==> config.mk <==
export PLATFORM = sky130hd
export DESIGN_NAME = spi_rx_axil_fifo
export DESIGN_NICKNAME = d
export VERILOG_FILES = /design/src/rtl/spi_rx_axil_fifo.sv
export SDC_FILE = /design/constraint.sdc
export NUM_CORES = 1
export LEC_CHECK = 0
export ABC_AREA = 1
export CAP_MARGIN = 20
export CORE_MARGIN = 1.5
export CORE_UTILIZATION = 48
export CTS_CLUSTER_SIZE = 30
export DETAILED_ROUTE_END_ITERATION = 7
export PLACE_DENSITY = 0.79
export SYNTH_ARGS = -nofsm -noshare
export SYNTH_HDL_FRONTEND = slang
export SYNTH_SLANG_ARGS = --single-unit
==> constraint.sdc <==
create_clock -name clk -period 3.9 [get_ports clk]
set_input_delay 0.78 -clock clk [delete_from_list [all_inputs] [get_ports clk]]
set_output_delay 0.78 -clock clk [all_outputs]
set_load 0.02 [all_outputs]
==> src/rtl/spi_rx_axil_fifo.sv <==
// spi_rx_axil_fifo: SPI receive deserialiser feeding a FIFO that software
// drains through a read-only AXI4-Lite slave (DATA / STATUS registers).
// Optional feature macro: SPI_RX_IRQ_EN adds the registered rx_irq output
// (rx_count >= IRQ_THRESH).
module spi_rx_axil_fifo #(
  parameter int DATA_W     = 8,
  parameter int FIFO_DEPTH = 4,
  parameter int LSB_FIRST  = 0,
  parameter int IRQ_THRESH = 1
) (
  input  logic                          clk,
  input  logic                          resetn,
  input  logic [31:0]                   axi_lite_araddr,
  input  logic                          axi_lite_arvalid,
  output logic                          axi_lite_arready,
  output logic [31:0]                   axi_lite_rdata,
  output logic [1:0]                    axi_lite_rresp,
  output logic                          axi_lite_rvalid,
  input  logic                          axi_lite_rready,
  input  logic                          spi_clk_recv_int,
  input  logic                          spi_clk_en,
  input  logic                          spi_mosi,
  output logic [$clog2(FIFO_DEPTH):0]   rx_count
`ifdef SPI_RX_IRQ_EN
  ,
  output logic                          rx_irq
`endif
);

  localparam int PTR_W  = $clog2(FIFO_DEPTH);
  localparam int CNT_W  = PTR_W + 1;
  localparam int BCNT_W = (DATA_W > 1) ? $clog2(DATA_W) : 1;
  localparam logic [BCNT_W-1:0] LAST_BIT  = BCNT_W'(DATA_W - 1);
  localparam logic [CNT_W-1:0]  DEPTH_CNT = CNT_W'(FIFO_DEPTH);
  localparam logic [1:0] RESP_OKAY   = 2'b00;
  localparam logic [1:0] RESP_SLVERR = 2'b10;

  typedef enum logic [1:0] {
    ST_RESET = 2'd0,
    ST_IDLE  = 2'd1,
    ST_RESP  = 2'd2
  } state_t;

  // Receive path state
  logic [DATA_W-1:0] r_shift;
  logic [BCNT_W-1:0] r_bit_cnt;
  logic [DATA_W-1:0] w_shift_next;
  logic              w_strobe;
  logic              w_push;

  // FIFO state
  logic [DATA_W-1:0] r_mem [FIFO_DEPTH];
  logic [PTR_W-1:0]  r_wr_ptr;
  logic [PTR_W-1:0]  r_rd_ptr;
  logic [CNT_W-1:0]  r_count;
  logic              r_ovf;
  logic              w_full;
  logic              w_empty;
  logic              w_wr_en;
  logic              w_pop;
  logic              w_ovf_set;

  // Read channel state
  state_t            r_state;
  state_t            w_state_next;
  logic              w_ar_hs;
  logic              w_status_rd;
  logic [1:0]        w_addr_sel;
  logic [31:0]       w_resp_data;
  logic [1:0]        w_resp_code;
  logic [31:0]       r_rdata;
  logic [1:0]        r_rresp;
  logic              w_unused_addr;

  assign w_unused_addr = ^{axi_lite_araddr[31:4], axi_lite_araddr[1:0]};

  assign w_strobe  = spi_clk_recv_int & spi_clk_en;
  assign w_push    = w_strobe && (r_bit_cnt == LAST_BIT);
  assign w_full    = (r_count == DEPTH_CNT);
  assign w_empty   = (r_count == CNT_W'(0));
  // A full FIFO still accepts the word when the head is popped in the same cycle.
  assign w_wr_en   = w_push && (!w_full || w_pop);
  assign w_ovf_set = w_push && w_full && !w_pop;

  assign w_addr_sel  = axi_lite_araddr[3:2];
  assign w_ar_hs     = (r_state == ST_IDLE) && axi_lite_arvalid;
  assign w_pop       = w_ar_hs && (w_addr_sel == 2'd0) && !w_empty;
  assign w_status_rd = w_ar_hs && (w_addr_sel == 2'd1);

  // Next shift-register value: new bit enters at the LSB (MSB-first) or MSB (LSB-first).
  always_comb begin
    w_shift_next = r_shift;
    if (LSB_FIRST == 0) begin
      w_shift_next = (r_shift << 1) | DATA_W'(spi_mosi);
    end else begin
      w_shift_next = (r_shift >> 1) | (DATA_W'(spi_mosi) << (DATA_W - 1));
    end
  end

  // Shift register and bit counter; an inactive frame discards any partial word.
  always_ff @(posedge clk) begin
    if (!resetn || !spi_clk_en) begin
      r_shift   <= '0;
      r_bit_cnt <= '0;
    end else if (w_strobe) begin
      r_shift   <= w_shift_next;
      r_bit_cnt <= (r_bit_cnt == LAST_BIT) ? BCNT_W'(0) : (r_bit_cnt + BCNT_W'(1));
    end else begin
      r_shift   <= r_shift;
      r_bit_cnt <= r_bit_cnt;
    end
  end

  // FIFO storage, pointers and occupancy.
  always_ff @(posedge clk) begin
    if (!resetn) begin
      for (int i = 0; i < FIFO_DEPTH; i++) begin
        r_mem[i] <= '0;
      end
      r_wr_ptr <= '0;
      r_rd_ptr <= '0;
      r_count  <= '0;
    end else begin
      if (w_wr_en) begin
        r_mem[r_wr_ptr] <= w_shift_next;
        r_wr_ptr        <= r_wr_ptr + PTR_W'(1);
      end
      if (w_pop) begin
        r_rd_ptr <= r_rd_ptr + PTR_W'(1);
      end
      case ({w_wr_en, w_pop})
        2'b10:   r_count <= r_count + CNT_W'(1);
        2'b01:   r_count <= r_count - CNT_W'(1);
        default: r_count <= r_count;
      endcase
    end
  end

  // Sticky overflow flag; a new overflow wins over a simultaneous STATUS clear.
  always_ff @(posedge clk) begin
    if (!resetn) begin
      r_ovf <= 1'b0;
    end else if (w_ovf_set) begin
      r_ovf <= 1'b1;
    end else if (w_status_rd) begin
      r_ovf <= 1'b0;
    end else begin
      r_ovf <= r_ovf;
    end
  end

  // Decode the read response for the presented address.
  always_comb begin
    w_resp_data = 32'h0000_0000;
    w_resp_code = RESP_SLVERR;
    case (w_addr_sel)
      2'd0: begin
        if (!w_empty) begin
          w_resp_data[DATA_W-1:0] = r_mem[r_rd_ptr];
          w_resp_code             = RESP_OKAY;
        end else begin
          w_resp_data = 32'h0000_0000;
          w_resp_code = RESP_SLVERR;
        end
      end
      2'd1: begin
        w_resp_data = {16'h0000, 8'(r_count), 5'b00000, r_ovf, w_full, w_empty};
        w_resp_code = RESP_OKAY;
      end
      default: begin
        w_resp_data = 32'h0000_0000;
        w_resp_code = RESP_SLVERR;
      end
    endcase
  end

  // Capture the response at the AR handshake and hold it through RESP.
  always_ff @(posedge clk) begin
    if (!resetn) begin
      r_rdata <= 32'h0000_0000;
      r_rresp <= 2'b00;
    end else if (w_ar_hs) begin
      r_rdata <= w_resp_data;
      r_rresp <= w_resp_code;
    end else begin
      r_rdata <= r_rdata;
      r_rresp <= r_rresp;
    end
  end

  // Read FSM state register.
  always_ff @(posedge clk) begin
    if (!resetn) begin
      r_state <= ST_RESET;
    end else begin
      r_state <= w_state_next;
    end
  end

  // Read FSM next-state logic.
  always_comb begin
    w_state_next = r_state;
    case (r_state)
      ST_RESET: w_state_next = ST_IDLE;
      ST_IDLE:  w_state_next = axi_lite_arvalid ? ST_RESP : ST_IDLE;
      ST_RESP:  w_state_next = axi_lite_rready ? ST_IDLE : ST_RESP;
      default:  w_state_next = ST_RESET;
    endcase
  end

  // Read FSM outputs, decoded from the state register only.
  always_comb begin
    axi_lite_arready = 1'b0;
    axi_lite_rvalid  = 1'b0;
    case (r_state)
      ST_IDLE: axi_lite_arready = 1'b1;
      ST_RESP: axi_lite_rvalid  = 1'b1;
      default: begin
        axi_lite_arready = 1'b0;
        axi_lite_rvalid  = 1'b0;
      end
    endcase
  end

  assign axi_lite_rdata = r_rdata;
  assign axi_lite_rresp = r_rresp;
  assign rx_count       = r_count;

`ifdef SPI_RX_IRQ_EN
  logic r_irq;

  // Threshold interrupt, registered one cycle behind the occupancy.
  always_ff @(posedge clk) begin
    if (!resetn) begin
      r_irq <= 1'b0;
    end else begin
      r_irq <= (r_count >= CNT_W'(IRQ_THRESH));
    end
  end

  assign rx_irq = r_irq;
`endif

endmodule

==> results_tabular.tex <==
\begin{tabular}{lr}
\hline
Metric & Value \\
\hline
\multicolumn{2}{l}{\textbf{Run status}} \\
\quad Result of the run & finished clean \\
\multicolumn{2}{l}{\textbf{Setup path}} \\
\quad Endpoint of the lowest-slack register-to-register path & rx\_count[2] \\
\quad Required time at the worst-slack endpoint & 4.12 ns \\
\quad Worst reg2reg path startpoint & r\_bit\_cnt[0] \\
\quad Worst Setup End Kind & flip-flop \\
\quad CP startpoint kind & primary input \\
\quad Slowest Stage Delay on Critical Path & 0.46 ns \\
\quad Worst setup path category & in -> reg \\
\quad Flop2flop setup slack & 1.63 ns \\
\quad Critical Path, Cell by Cell & clkdlybuf4s50\_1, nand2\_1, nor2\_2, nand2\_1, nor2\_2, buf\_4, ha\_1, inv\_1, fa\_1, a21oi\_1, o21ai\_0, o21ai\_0, a21oi\_1 \\
\quad CP Launch Point & axi\_lite\_arvalid \\
\quad Worst Reg2Reg Path Length in Cells & 12 \\
\quad Worst-path cell with the longest stage delay & clkdlybuf4s50\_1 \\
\quad Data arrival time at the worst-slack endpoint & 3.01 ns \\
\quad Highest net fanout along the worst path & 13 \\
\multicolumn{2}{l}{\textbf{Drt}} \\
\quad Drt initial violations & 106 \\
\quad Remaining routing DRC violations & 0 \\
\quad Antenna Nets Post-Route & 0 \\
\quad Drt first pass iters & 4 \\
\quad Via density & 4.99 \\
\quad WL per Instance & 12.4 um \\
\quad DR vias & 2219 \\
\quad Final WL & 5530 um \\
\multicolumn{2}{l}{\textbf{Timing}} \\
\quad Min setup slack post-route & 1.12 ns \\
\quad Total count of hold-check failures in the final report & 0 \\
\quad Clock skew after layout & 0.00521 ns \\
\quad Share of the cycle needed by the critical path after routing & 0.713 \\
\quad RSZ-0062 raised after global routing & no \\
\quad Maximum clock rate & 359 MHz \\
\quad Max transition margin & 0.609 \\
\quad Least-Margin Pin Slew & 0.586 ns \\
\quad Total negative slack for setup checks & 0 ns \\
\quad Endpoints failing setup & 0 \\
\quad Final critical path time including I/O delays and setup & 2.78 ns \\
\quad Number of pins exceeding their max-slew limit in the final report & 0 \\
\multicolumn{2}{l}{\textbf{Clock network}} \\
\quad Sink count of the clock tree & 66 \\
\quad Buffer cell driving the clock tree root & clkbuf\_8 \\
\quad Count of H-tree levels built during CTS & 3 \\
\quad Number of setup buffers added after CTS & 0 \\
\quad Clock-pin slew on the worst setup and hold paths & 0.07 ns \\
\quad Max Buffers Root-to-Sink & 2 \\
\quad CTS resizes & 0 \\
\quad Clock buffer count from CTS & 9 \\
\quad Clock tree from TritonCTS & yes \\
\quad Post-CTS Hold Buffers & 0 \\
\quad Insertion delay of the later-clocked pin in the worst-skew pair & 0.34 ns \\
\multicolumn{2}{l}{\textbf{Synth}} \\
\quad Synthesized flop and latch total & 66 \\
\quad Synth cell types & 28 \\
\quad Primary FF master, synth & dfxtp\_1 \\
\quad Top cells by instance count after synthesis & nor2\_1 (52), o21ai\_0 (41), nand2\_1 (40) \\
\quad Top-count cell post-synth & nor2\_1 \\
\quad Compound-gate portion of the synthesized area & 0.133 \\
\quad Avg Synthesized Cell Area & 8.90 sq um \\
\quad Number of enable flip-flop cells after synthesis & 32 \\
\quad Xor/xnor share of the synthesized area & 0 \\
\quad Mapped cell area & 2970 sq um \\
\quad Cell accounting for the most synthesized area & edfxtp\_1 \\
\quad Simple-gate share of the synthesized area & 0.179 \\
\quad Synth top area share & 0.323 \\
\quad Post-synthesis cell count & 334 \\
\quad Warnings from Yosys & 0 \\
\quad Largest family of logic cells by synthesized area & simple AND/OR/NAND/NOR gates \\
\quad Leading post-synthesis cells by cell area & edfxtp\_1 (32\%), dfxtp\_1 (23\%), o21ai\_0 (6.9\%), nor2\_1 (6.6\%), buf\_4 (5.8\%) \\
\quad Share of synthesized registers carrying an async set or reset & 0 \\
\quad Share of synthesized cell area in full adder, half adder and majority cells & 0.0194 \\
\quad Sequential-to-total area share from yosys stat & 0.552 \\
\quad Multiplexer area fraction after synthesis & 0 \\
\multicolumn{2}{l}{\textbf{Worst hold path}} \\
\quad Endpoint with the worst hold slack & axi\_lite\_rdata[9] \\
\quad Worst Hold Path Cells & 2 \\
\quad Min-Delay Path Class & reg -> reg \\
\quad Worst hold path startpoint & axi\_lite\_rdata[9] \\
\multicolumn{2}{l}{\textbf{Layout}} \\
\quad Final instance area & 3430 sq um \\
\quad Multi-input combinational cell area & 1070 sq um \\
\quad Post-layout nets & 408 \\
\quad Fraction of layout cells with a size suffix above 1 & 0.0838 \\
\quad Storage element area & 1640 sq um \\
\quad Area growth, synth to finish & 15.5\% \\
\quad Antenna cells & 0 \\
\quad Fill cell total of the finished layout & 510 \\
\multicolumn{2}{l}{\textbf{Floorplan}} \\
\quad Vertical extent of the die & 81.7 um \\
\quad Top-Level Pins & 78 \\
\quad Die outline width & 81.7 um \\
\quad Die Outline Area & 6670 sq um \\
\quad Core outline area & 5960 sq um \\
\quad Effective utilization at floorplan & 0.499 \\
\quad Count of standard-cell rows & 28 \\
\multicolumn{2}{l}{\textbf{Place}} \\
\quad Post-placement setup slack & 0.845 ns \\
\quad Area post-placement & 3230 sq um \\
\quad Final RePlAce weighted congestion & 0.757 \\
\quad HPWL after DPL & 3890 um \\
\quad Port Buffer Count & 25 \\
\multicolumn{2}{l}{\textbf{GRT}} \\
\quad Pin count of the biggest net entering global routing & 18 \\
\quad Leftover overflow at the end of global routing & 0 \\
\quad First-pass GRT wire length & 9240 um \\
\quad Overall routing resource usage & 0.187 \\
\quad Number of global-route vias before repair & 2100 \\
\quad Initial antenna violation count & 0 \\
\multicolumn{2}{l}{\textbf{Power}} \\
\quad Static leakage & 1.37 nW \\
\quad Peak VDD IR & 0.220 mV \\
\quad Power Total & 1.43 mW \\
\quad Pwr Density & 416 nW/um\^{}2 \\
\multicolumn{2}{l}{\textbf{Flow run}} \\
\quad Max-capacitance violation count & 0 \\
\hline
\end{tabular}
[power breakdown]
| group | leakage, nW | total, mW | switching (mW) | internal, mW |
|---|---|---|---|---|
| clock network | 0.106 | 0.599 | 0.247 | 0.352 |
| logic | 0.661 | 0.0797 | 0.0566 | 0.0231 |
| registers | 0.606 | 0.749 | 0.00759 | 0.741 |
| total | 1.37 | 1.43 | 0.311 | 1.12 |
[through the flow]
| stage | cells | hold WS [ns] | util |
|---|---|---|---|
| floorplan | 355 | 0.444 | - |
| detailed placement | 429 | 0.456 | 0.542 |
| global route | 445 | 0.489 | 0.577 |
| CTS | 445 | 0.467 | 0.577 |
| global placement | 429 | 0.453 | 0.542 |
| finish | 445 | 0.464 | 0.577 |
[layout by cell type (no fill, tap or decap), drive strengths merged]
cell and count:
a21boi 2, a21oi 29, a22oi 1, buf 5, bufinv 1, clkbuf 14, clkdlybuf4s50 25, clkinv 2
conb 22, dfxtp 34, edfxtp 32, fa 1, ha 3, inv 35, nand2 47, nand3 3
nand4 2, nor2 56, nor3 11, o211ai 1, o21ai 44
[worst max-delay path: cells and delay by family]
kind / cells / cell delay [ns]
compound gates: 4 / 0.54
buf+inv: 3 / 0.72
fa+ha+maj: 2 / 0.54
simple gates: 4 / 0.46
[flip-flops by register name, indices dropped and copies added (netlist names), named ones only]
| signal | count |
|---|---|
| axi_lite_rdata | 11 |
| axi_lite_rresp | 1 |
| r_bit_cnt | 3 |
| r_mem | 32 |
| r_ovf | 1 |
| r_rd_ptr | 2 |
| r_shift | 7 |
| r_state | 2 |
| r_wr_ptr | 2 |
| rx_count | 3 |
[worst max path at each step]
| stage | depth (start not counted) | to |
|---|---|---|
| after CTS | 13 | rx_count[2] |
| after global routing | 13 | rx_count[2] |
| after detailed placement | 13 | rx_count[2] |
| final | 13 | rx_count[2] |
| after global placement | 13 | rx_count[2] |
| after floorplan | 12 | rx_count[2] |
[logic make-up (layout without fill, tap and decap cells)]
| group | Yosys count | in the layout |
|---|---|---|
| flops | 66 | 66 |
| fa+ha+maj | 4 | 4 |
| other cells | 1 | 22 |
| compound gates | 77 | 77 |
| simple gates | 119 | 119 |
| buf+inv | 67 | 82 |
[per-layer routing]
layer	track usage	wire length (um)
met2	0.320	2680
met5	0	0
met3	0.0433	276
met4	0.119	148
met1	0.209	2430
[layout make-up]
class,count,share of cell area
Tap cell,75,0.0273
Multi-Input combinational cell,222,0.311
Timing Repair Buffer,30,0.0838
Clock buffer,14,0.0506
Clock inverter,2,0.0102
Sequential cell,66,0.478
Inverter,36,0.0393
Power figures use the tool's default switching activity.
